## src/rtl/xor_cipher_pkg.sv

```systemverilog
// Shared definitions for the XOR cipher sequencer: state encoding, default word
// width and a small helper used by the bit counter.
package xor_cipher_pkg;

    localparam int DATA_SIZE_DEFAULT = 32;

    typedef enum logic [2:0] {
        ST_IDLE      = 3'd0,
        ST_CLEAR     = 3'd1,
        ST_LOAD_KEY  = 3'd2,
        ST_LOAD_DATA = 3'd3,
        ST_COMBINE   = 3'd4,
        ST_SHIFT     = 3'd5,
        ST_DONE      = 3'd6
    } cipherState_e;

    // States that last DATA_SIZE cycles and are timed by the bit counter.
    function automatic logic isCounted(input cipherState_e state);
        return (state == ST_LOAD_KEY) || (state == ST_LOAD_DATA) || (state == ST_SHIFT);
    endfunction

endpackage

```

## src/rtl/xor_cipher_ctrl_if.sv

```systemverilog
// Bus between the cipher sequencer and its key/plaintext deserializers:
// parallel words in, clear/enable/loading strobes out.
interface xor_cipher_ctrl_if
    import xor_cipher_pkg::*;
#(
    parameter int DATA_SIZE = DATA_SIZE_DEFAULT
);

    logic [DATA_SIZE-1:0] iKey;
    logic [DATA_SIZE-1:0] iData;
    logic                 oDes_rst_n;
    logic                 oKey_en;
    logic                 oData_en;
    logic                 oLoading;

    modport master (
        input  iKey,
        input  iData,
        output oDes_rst_n,
        output oKey_en,
        output oData_en,
        output oLoading
    );

    modport slave (
        output iKey,
        output iData,
        input  oDes_rst_n,
        input  oKey_en,
        input  oData_en,
        input  oLoading
    );

endinterface

```

## src/rtl/xor_cipher_ctrl_piso_shifter.sv

```systemverilog
// Parallel-in serial-out shifter: loads a word, shifts left filling with zero,
// presents the MSB. Synchronous clear wins over load and shift.
module piso_shifter
    import xor_cipher_pkg::*;
#(
    parameter int DATA_SIZE = DATA_SIZE_DEFAULT
) (
    input  logic                 iClk,
    input  logic                 iRst,
    input  logic                 iClear,
    input  logic                 iLoad,
    input  logic                 iShift,
    input  logic [DATA_SIZE-1:0] iParallel,
    output logic                 oMsb
);

    logic [DATA_SIZE-1:0] shiftReg;
    logic [DATA_SIZE-1:0] shiftNext;
    logic [DATA_SIZE-1:0] shiftedWord;

    assign shiftedWord[0] = 1'b0;
    for (genvar gi = 1; gi < DATA_SIZE; gi++) begin : gShiftBit
        assign shiftedWord[gi] = shiftReg[gi-1];
    end

    always_comb begin
        shiftNext = shiftReg;
        if (iClear) begin
            shiftNext = '0;
        end else if (iLoad) begin
            shiftNext = iParallel;
        end else if (iShift) begin
            shiftNext = shiftedWord;
        end
    end

    always_ff @(posedge iClk or negedge iRst) begin
        if (!iRst) begin
            shiftReg <= '0;
        end else begin
            shiftReg <= shiftNext;
        end
    end

    assign oMsb = shiftReg[DATA_SIZE-1];

endmodule

```

## src/rtl/xor_cipher_ctrl.sv

```systemverilog
// XOR cipher sequencer: clears and loads the key and plaintext deserializers,
// XORs their words and streams the ciphertext out MSB first.
module xor_cipher_ctrl
    import xor_cipher_pkg::*;
#(
    parameter int DATA_SIZE = DATA_SIZE_DEFAULT
) (
    input  logic                 iClk,
    input  logic                 iRst,
    input  logic                 iStart,
    input  logic                 iAbort,
    xor_cipher_ctrl_if.master    desBus,
    output logic                 oSerial_out,
    output logic                 oValid,
    output logic                 oBusy,
    output logic                 oDone,
    output logic [2:0]           oState
);

    localparam int               CNT_W    = $clog2(DATA_SIZE) + 1;
    localparam logic [CNT_W-1:0] CNT_LOAD = CNT_W'(DATA_SIZE - 1);
    localparam logic [CNT_W-1:0] CNT_ONE  = CNT_W'(1);

    cipherState_e     stateReg;
    cipherState_e     stateNext;
    logic [CNT_W-1:0] cntReg;
    logic [CNT_W-1:0] cntNext;
    logic             desRstNReg;
    logic             shiftClear;
    logic             shiftLoad;
    logic             shiftEn;
    logic             shiftMsb;
    logic             cntZero;

    assign cntZero = (cntReg == '0);

    always_comb begin
        stateNext  = stateReg;
        cntNext    = cntReg;
        shiftClear = 1'b0;

        if (isCounted(stateReg) && !cntZero) begin
            cntNext = cntReg - CNT_ONE;
        end

        if ((stateReg != ST_IDLE) && iAbort) begin
            stateNext  = ST_IDLE;
            cntNext    = '0;
            shiftClear = 1'b1;
        end else begin
            case (stateReg)
                ST_IDLE: begin
                    if (iStart) begin
                        stateNext = ST_CLEAR;
                    end
                end
                ST_CLEAR: begin
                    stateNext = ST_LOAD_KEY;
                    cntNext   = CNT_LOAD;
                end
                ST_LOAD_KEY: begin
                    if (cntZero) begin
                        stateNext = ST_LOAD_DATA;
                        cntNext   = CNT_LOAD;
                    end
                end
                ST_LOAD_DATA: begin
                    if (cntZero) begin
                        stateNext = ST_COMBINE;
                    end
                end
                ST_COMBINE: begin
                    stateNext = ST_SHIFT;
                    cntNext   = CNT_LOAD;
                end
                ST_SHIFT: begin
                    if (cntZero) begin
                        stateNext = ST_DONE;
                    end
                end
                ST_DONE: begin
                    stateNext = ST_IDLE;
                end
                default: begin
                    // Unused encoding 7 falls back to a clean IDLE.
                    stateNext  = ST_IDLE;
                    cntNext    = '0;
                    shiftClear = 1'b1;
                end
            endcase
        end
    end

    // The clear strobe is a flop so the deserializers never see a glitch on it.
    always_ff @(posedge iClk or negedge iRst) begin
        if (!iRst) begin
            stateReg   <= ST_IDLE;
            cntReg     <= '0;
            desRstNReg <= 1'b1;
        end else begin
            stateReg   <= stateNext;
            cntReg     <= cntNext;
            desRstNReg <= (stateNext != ST_CLEAR);
        end
    end

    assign shiftLoad = (stateReg == ST_COMBINE);
    assign shiftEn   = (stateReg == ST_SHIFT);

    piso_shifter #(
        .DATA_SIZE (DATA_SIZE)
    ) uPisoShifter (
        .iClk      (iClk),
        .iRst      (iRst),
        .iClear    (shiftClear),
        .iLoad     (shiftLoad),
        .iShift    (shiftEn),
        .iParallel (desBus.iKey ^ desBus.iData),
        .oMsb      (shiftMsb)
    );

    assign desBus.oDes_rst_n = desRstNReg;
    assign desBus.oKey_en    = (stateReg == ST_LOAD_KEY);
    assign desBus.oData_en   = (stateReg == ST_LOAD_DATA);
    assign desBus.oLoading   = (stateReg == ST_LOAD_KEY) || (stateReg == ST_LOAD_DATA);

    assign oValid      = shiftEn;
    assign oSerial_out = shiftEn & shiftMsb;
    assign oBusy       = (stateReg != ST_IDLE);
    assign oDone       = (stateReg == ST_DONE);
    assign oState      = stateReg;

endmodule

```

## src/flat_wrapper.sv

```systemverilog
// flat-port wrapper written by rule: the top's interface ports become plain ports
module xor_cipher_ctrl_flat import xor_cipher_pkg::*;
#(
    parameter int DATA_SIZE = DATA_SIZE_DEFAULT
)
  (iClk, iRst, iStart, iAbort, oSerial_out, oValid, oBusy, oDone, oState, desBus_iKey, desBus_iData, desBus_oDes_rst_n, desBus_oKey_en, desBus_oData_en, desBus_oLoading);
  xor_cipher_ctrl_if #(.DATA_SIZE(DATA_SIZE)) desBus_i ();
  input  logic iClk;
  input  logic iRst;
  input  logic iStart;
  input  logic iAbort;
  output logic oSerial_out;
  output logic oValid;
  output logic oBusy;
  output logic oDone;
  output logic [2:0] oState;
  input wire logic [$bits(desBus_i.iKey)-1:0] desBus_iKey;
  input wire logic [$bits(desBus_i.iData)-1:0] desBus_iData;
  output wire logic [$bits(desBus_i.oDes_rst_n)-1:0] desBus_oDes_rst_n;
  output wire logic [$bits(desBus_i.oKey_en)-1:0] desBus_oKey_en;
  output wire logic [$bits(desBus_i.oData_en)-1:0] desBus_oData_en;
  output wire logic [$bits(desBus_i.oLoading)-1:0] desBus_oLoading;
  assign desBus_i.iKey = desBus_iKey;
  assign desBus_i.iData = desBus_iData;
  assign desBus_oDes_rst_n = desBus_i.oDes_rst_n;
  assign desBus_oKey_en = desBus_i.oKey_en;
  assign desBus_oData_en = desBus_i.oData_en;
  assign desBus_oLoading = desBus_i.oLoading;
  xor_cipher_ctrl #(.DATA_SIZE(DATA_SIZE)) u_core (.iClk(iClk), .iRst(iRst), .iStart(iStart), .iAbort(iAbort), .desBus(desBus_i), .oSerial_out(oSerial_out), .oValid(oValid), .oBusy(oBusy), .oDone(oDone), .oState(oState));
endmodule
```

## config.mk

```make
export PLATFORM = sky130hd
export DESIGN_NAME = xor_cipher_ctrl_flat
export DESIGN_NICKNAME = d
export VERILOG_FILES = /design/src/rtl/xor_cipher_pkg.sv /design/src/rtl/xor_cipher_ctrl_if.sv /design/src/rtl/xor_cipher_ctrl_piso_shifter.sv /design/src/rtl/xor_cipher_ctrl.sv /design/src/flat_wrapper.sv
export SDC_FILE = /design/constraint.sdc
export NUM_CORES = 1
export LEC_CHECK = 0
export BUFFER_PORTS_ARGS = -buffer_cell sky130_fd_sc_hd__buf_2
export CORE_MARGIN = 3
export CORE_UTILIZATION = 38
export CTS_BUF_LIST = sky130_fd_sc_hd__clkbuf_4 sky130_fd_sc_hd__clkbuf_8
export DETAILED_ROUTE_END_ITERATION = 12
export GPL_TIMING_DRIVEN = 0
export PLACE_DENSITY = 0.67
export SLEW_MARGIN = 30
export SYNTH_ARGS = -nofsm -noshare
export SYNTH_HDL_FRONTEND = slang
export SYNTH_HIERARCHICAL = 1
export SYNTH_SLANG_ARGS = --single-unit
export TNS_END_PERCENT = 100
```

## constraint.sdc

```tcl
create_clock -name iClk -period 2.3 [get_ports iClk]
set_clock_uncertainty 0.2 [all_clocks]
set_input_delay 0.69 -clock iClk [delete_from_list [all_inputs] [get_ports iClk]]
set_output_delay 0.69 -clock iClk [all_outputs]
set_load 0.1 [all_outputs]
```

**Word-level counts from Yosys, hierarchy flattened**

Index checks and enable logic that the tools add are counted.

- Output and inout bits: 11
- Bits in registers: 42
- Logic and storage cells: 41

- Reduce and logical (&&, ||, !) cells: 12
- Add/sub/neg operators: 1
- Eq/ne operators: 7
- Mux-type cells: 15
- Bitwise operators: 2

Operator list:

| operator | count |
|---|---|
| $mux W32 | 3 |
| $xor A32 B32 Y32 | 1 |
| $mux W6 | 3 |
| $pmux W3 S6 | 1 |
| $pmux W6 S3 | 1 |
| $mux W3 | 5 |
| $eq A3 B3 Y1 const B | 3 |
| $reduce_or A7 Y1 | 1 |
| $eq A3 B2 Y1 const B | 2 |
| $logic_not A6 Y1 | 1 |
| $reduce_bool A3 Y1 | 2 |
| $sub A6 B1 Y6 const B | 1 |
| $reduce_or A4 Y1 | 1 |
| $eq A3 B1 Y1 const B | 1 |
| $logic_not A3 Y1 | 1 |
| $ne A3 B1 Y1 const B | 1 |
| $logic_and A1 B1 Y1 | 2 |
| $logic_or A1 B1 Y1 | 2 |
| $mux W1 | 2 |
| $reduce_or A2 Y1 | 1 |
| $and A1 B1 Y1 | 1 |
| $logic_not A1 Y1 | 1 |

**Longest topological paths before layout**

- Depth after elaboration: 8
- Depth in mapped cells: 7
- Mapped depth without buffers: 6

**Hierarchy**

The synthesis kept the hierarchy.

Modules (own cells, without submodules):

| module | area each (um^2) | seq. area each (um^2) | cells an instance | times used |
|---|---|---|---|---|
| piso_shifter | 1821.7 | 800.8 | 142 | 1 |
| xor_cipher_ctrl | 1106.1 | 251.5 | 128 | 1 |

**Least setup slack after synthesis**

OpenSTA, ideal clock, no wires.

- Path kind: register -> output
- Start point: register u_core.stateReg[1] (netlist: u_core/oState[1])
- End point: output port desBus_oData_en
- Slack: -2.081 ns
- Path buffers: 1
- Stages on the path, launching flop included: 4
- Arrival: 3.491 ns
- Cell sequence: dfrtp_1 buf_2 inv_1 nor3_1

- Word-level cells in the longest chain between the ends: 1

Ends and longest elaborated chain:

| what | RTL line | RTL |
|---|---|---|
| start: declaration | xor_cipher_ctrl.sv:24 | `cipherState_e stateReg;` |
| start signal: assignment | xor_cipher_ctrl.sv:101 | `stateReg <= stateNext;` |
| $eq A3 B2 Y1 | xor_cipher_ctrl.sv:124 | `assign desBus.oData_en = (stateReg == ST_LOAD_DATA);` |
| end: declaration | flat_wrapper.sv:21 | `output wire logic [$bits(desBus_i.oData_en)-1:0] desBus_oData_en;` |

Every way passes these cells.

**Worst setup path after layout**

- Start point: register u_core.stateReg[1] (netlist: u_core/oState[1])
- End point: output port oSerial_out

- Word-level cells in the longest chain between the ends: 2

Ends and longest elaborated chain:

| what | RTL line | RTL |
|---|---|---|
| $eq A3 B3 Y1 | xor_cipher_ctrl.sv:108 | `assign shiftEn = (stateReg == ST_SHIFT);` |
| $and A1 B1 Y1 | xor_cipher_ctrl.sv:128 | `assign oSerial_out = shiftEn & shiftMsb;` |
| end: declaration | flat_wrapper.sv:12 | `output logic oSerial_out;` |

Every way passes these cells.

==> out/metrics.yaml <==
run_status:
  status: "complete, but fails checks"
  violations: "setup timing"
global_route:
  grt_max_degree: 43
  grt_use_total: 0.141
  grt_pass1_wl_mm: 9.99
  overflow: 0
  grt_pass1_vias: 2184
  antenna_found_initial: 0
synthesis:
  ys.flop_type: "dfrtp_1"
  yosysWarnings: 6
  synth_area_sq_um: 2930
  synth_commonest_cells: "dfrtp_1 (41), mux2i_1 (33), xor2_1 (33)"
  yosys-top-cells-area: "dfrtp_1 (35%), a211oi_2 (13%), mux2i_1 (11%)"
  yosys.area.top_type: "dfrtp_1"
  async_flop_share: 1.00
  syn_avg_cell_area_sq_um: 10.8
  ys_ff_latch: 42
  synth_nets: 340
  synth-edff-count: 0
  synth.most_common_cell: "dfrtp_1"
  synth_cell_types: 48
  synth_seq_area_share: 0.359
  synth_top_cell_area_share: 0.350
  netlist_instances: 270
timing:
  slew-limit-headroom: 0.635
  hold_violations: 0
  post-route-period-util: 1.01
  setup_viol: 1
  grt_setup_unrepaired: "yes"
  slew_viol_final: 0
  timing.final.ws_setup_ps: -23.0
  fin_tns_setup_ps: -23.0
  fin_crit_ps: 2320
  tightest_slew_ps: 547
  max_freq_ghz: 0.430
detailed_routing:
  routedWlPerCell_microns: 13.1
  routed_wl_mm: 6.08
  ant_nets: 0
  vias: 2274
  drt_iter0_drc: 85
  first_pass_iters: 4
  via_per_inst: 4.91
  drc: 0
floorplan:
  die_x_microns: 93.8
  placementRows: 31
  start_util: 0.397
  die_area_sq_um: 8790
  core_region_area_sq_um: 7370
  die_h_microns: 93.8
  io_pins: 79
setup_path:
  worstPathMaxFanout: 4
  reg2reg_from: "u_core/cntReg[0]"
  worstPathCellList: "and3b_2, and2_4, buf_12"
  cp.arrival_ps: 1430
  crit_type: "flip-flop to output port"
  cp-start-kind: "flip-flop"
  crit_family: "flip-flops"
  r2r_end: "u_core/cntReg[0]"
  required_ps: 1410
  crit_buf_inv: 1
  r2r_setup_slack_ps: 180
  reg2reg_depth: 6
  cp_slowest_cell: "dfrtp_4"
  critPathCaptureType: "output port"
  cpPeakStageDelay_ps: 510
finish:
  diodes: 0
  fin_area_sq_um: 3790
  syn2layout_area_growth_pct: 29.5
  drive_above_1_share: 0.442
  fin_cells: 463
  fin_nets: 433
  fin_util: 0.514
placement:
  portBuffers: 78
  place_area_sq_um: 3520
  pre_cts_ws_ps: -59.4
  dpl.hpwl_mm: 4.31
  gp_congestion: 0.884
  dp_cells: 447
clock_network:
  cts_tree: "done"
  cts_inserted_buffers: 5
  clkLatencyLatePin_ps: 290
  cts_root_buf: "clkbuf_8"
  path_clk_slew_ps: 90
  h-tree-depth: 2
  cts_max_path_buffers: 2
  cts.sinks: 42
flow_run:
  cap_violations: 0
hold_path:
  hold_class: "primary input to asynchronous set/reset pin"
pwr:
  pwr_density_cell_nw_per_um2: 809
  p_leak_uw: 0.00165
  peakVddDrop_mv: 0.244
[cell families (layout without fill, tap and decap cells)]
logic type	count (synthesis)	in the layout	synth area share
AO/OA/AOI/OAI	59	59	0.201
XOR/XNOR	34	34	0.102
adder cells (fa/ha/maj)	2	2	0.00855
buffers and inverters	25	119	0.0590
flip-flops	42	42	0.359
multiplexers	34	34	0.117
AND/OR/NAND/NOR	74	74	0.154
[metrics by stage]
step                      power (uW)  hold slack, ps
final                           3070             177
after global routing            3260             209
after CTS                       2950             335
after detailed placement        2400             393
after global placement          2370             376
after floorplan                 2110             194
[worst max path at each step]
stage	cells past startpoint	start	slack, ps	endpoint
after global placement	4	u_core/oState[1]	-60	oSerial_out
after CTS	3	u_core/oState[1]	-90	oBusy
after global routing	3	u_core/oState[1]	-100	oSerial_out
final	3	u_core/oState[1]	-20	oSerial_out
after detailed placement	4	u_core/oState[1]	-60	oSerial_out
after floorplan	3	u_core/oState[2]	-280	desBus_oData_en
[state kept, by name (all words and copies together), names as in the netlist]
| name | cells |
|---|---|
| u_core/cntReg | 6 |
| u_core/desBus.oDes_rst_n | 1 |
| u_core/oState | 3 |
| u_core/uPisoShifter/shiftReg | 32 |
[placed cells by master (no fill, tap or decap), types with 2 or more instances in the layout]
| cell | instances |
|---|---|
| a211oi_1 | 2 |
| a211oi_2 | 31 |
| a21oi_1 | 9 |
| buf_12 | 8 |
| buf_2 | 77 |
| buf_4 | 10 |
| buf_6 | 3 |
| clkbuf_1 | 3 |
| clkbuf_16 | 2 |
| clkbuf_8 | 5 |
| dfrtp_1 | 38 |
| dfrtp_4 | 3 |
| ha_1 | 2 |
| inv_1 | 5 |
| mux2i_1 | 33 |
| nand2_1 | 7 |
| nand2b_1 | 4 |
| nor2_1 | 8 |
| nor2b_1 | 32 |
| nor3_1 | 2 |
| nor3_4 | 2 |
| nor4_1 | 2 |
| o211ai_1 | 3 |
| o21ai_1 | 4 |
| xor2_1 | 33 |
[power by group]
part / switching [uW] / total, uW / leakage (uW) / internal, uW
logic: 938 / 1570 / 0.00103 / 628
clock network: 254 / 480 / 0.0000486 / 226
registers: 130 / 1020 / 0.000566 / 893
total: 1320 / 3070 / 0.00165 / 1750
[cell type report]
type	instances	area (sq um)
Buffer	17	169
Clock buffer	6	76.3
Clock inverter	2	13.8
Fill cell	693	3580
Inverter	6	30.0
Multi-Input combinational cell	203	1750
Sequential cell	42	1060
Tap cell	99	124
Timing Repair Buffer	88	567
[layer usage]
layer,share of wire,wire length [microns],vias up,track usage
li1,-,-,1139,-
met3,0.064,390,6,0.0313
met2,0.48,2910,83,0.240
met5,0,0,-,0
met1,0.45,2730,1046,0.180
met4,0.0084,51,0,0.0361
[timing repair]
action                     CTS  global route
setup endpoints to repair    7            28
cloned                       0             1
setup buffers                2             7
hold endpoints to repair     0             0
pin swaps                    2             1
hold buffers                 0             0
resized for setup           23            11
(Power assumes the default switching activity.)
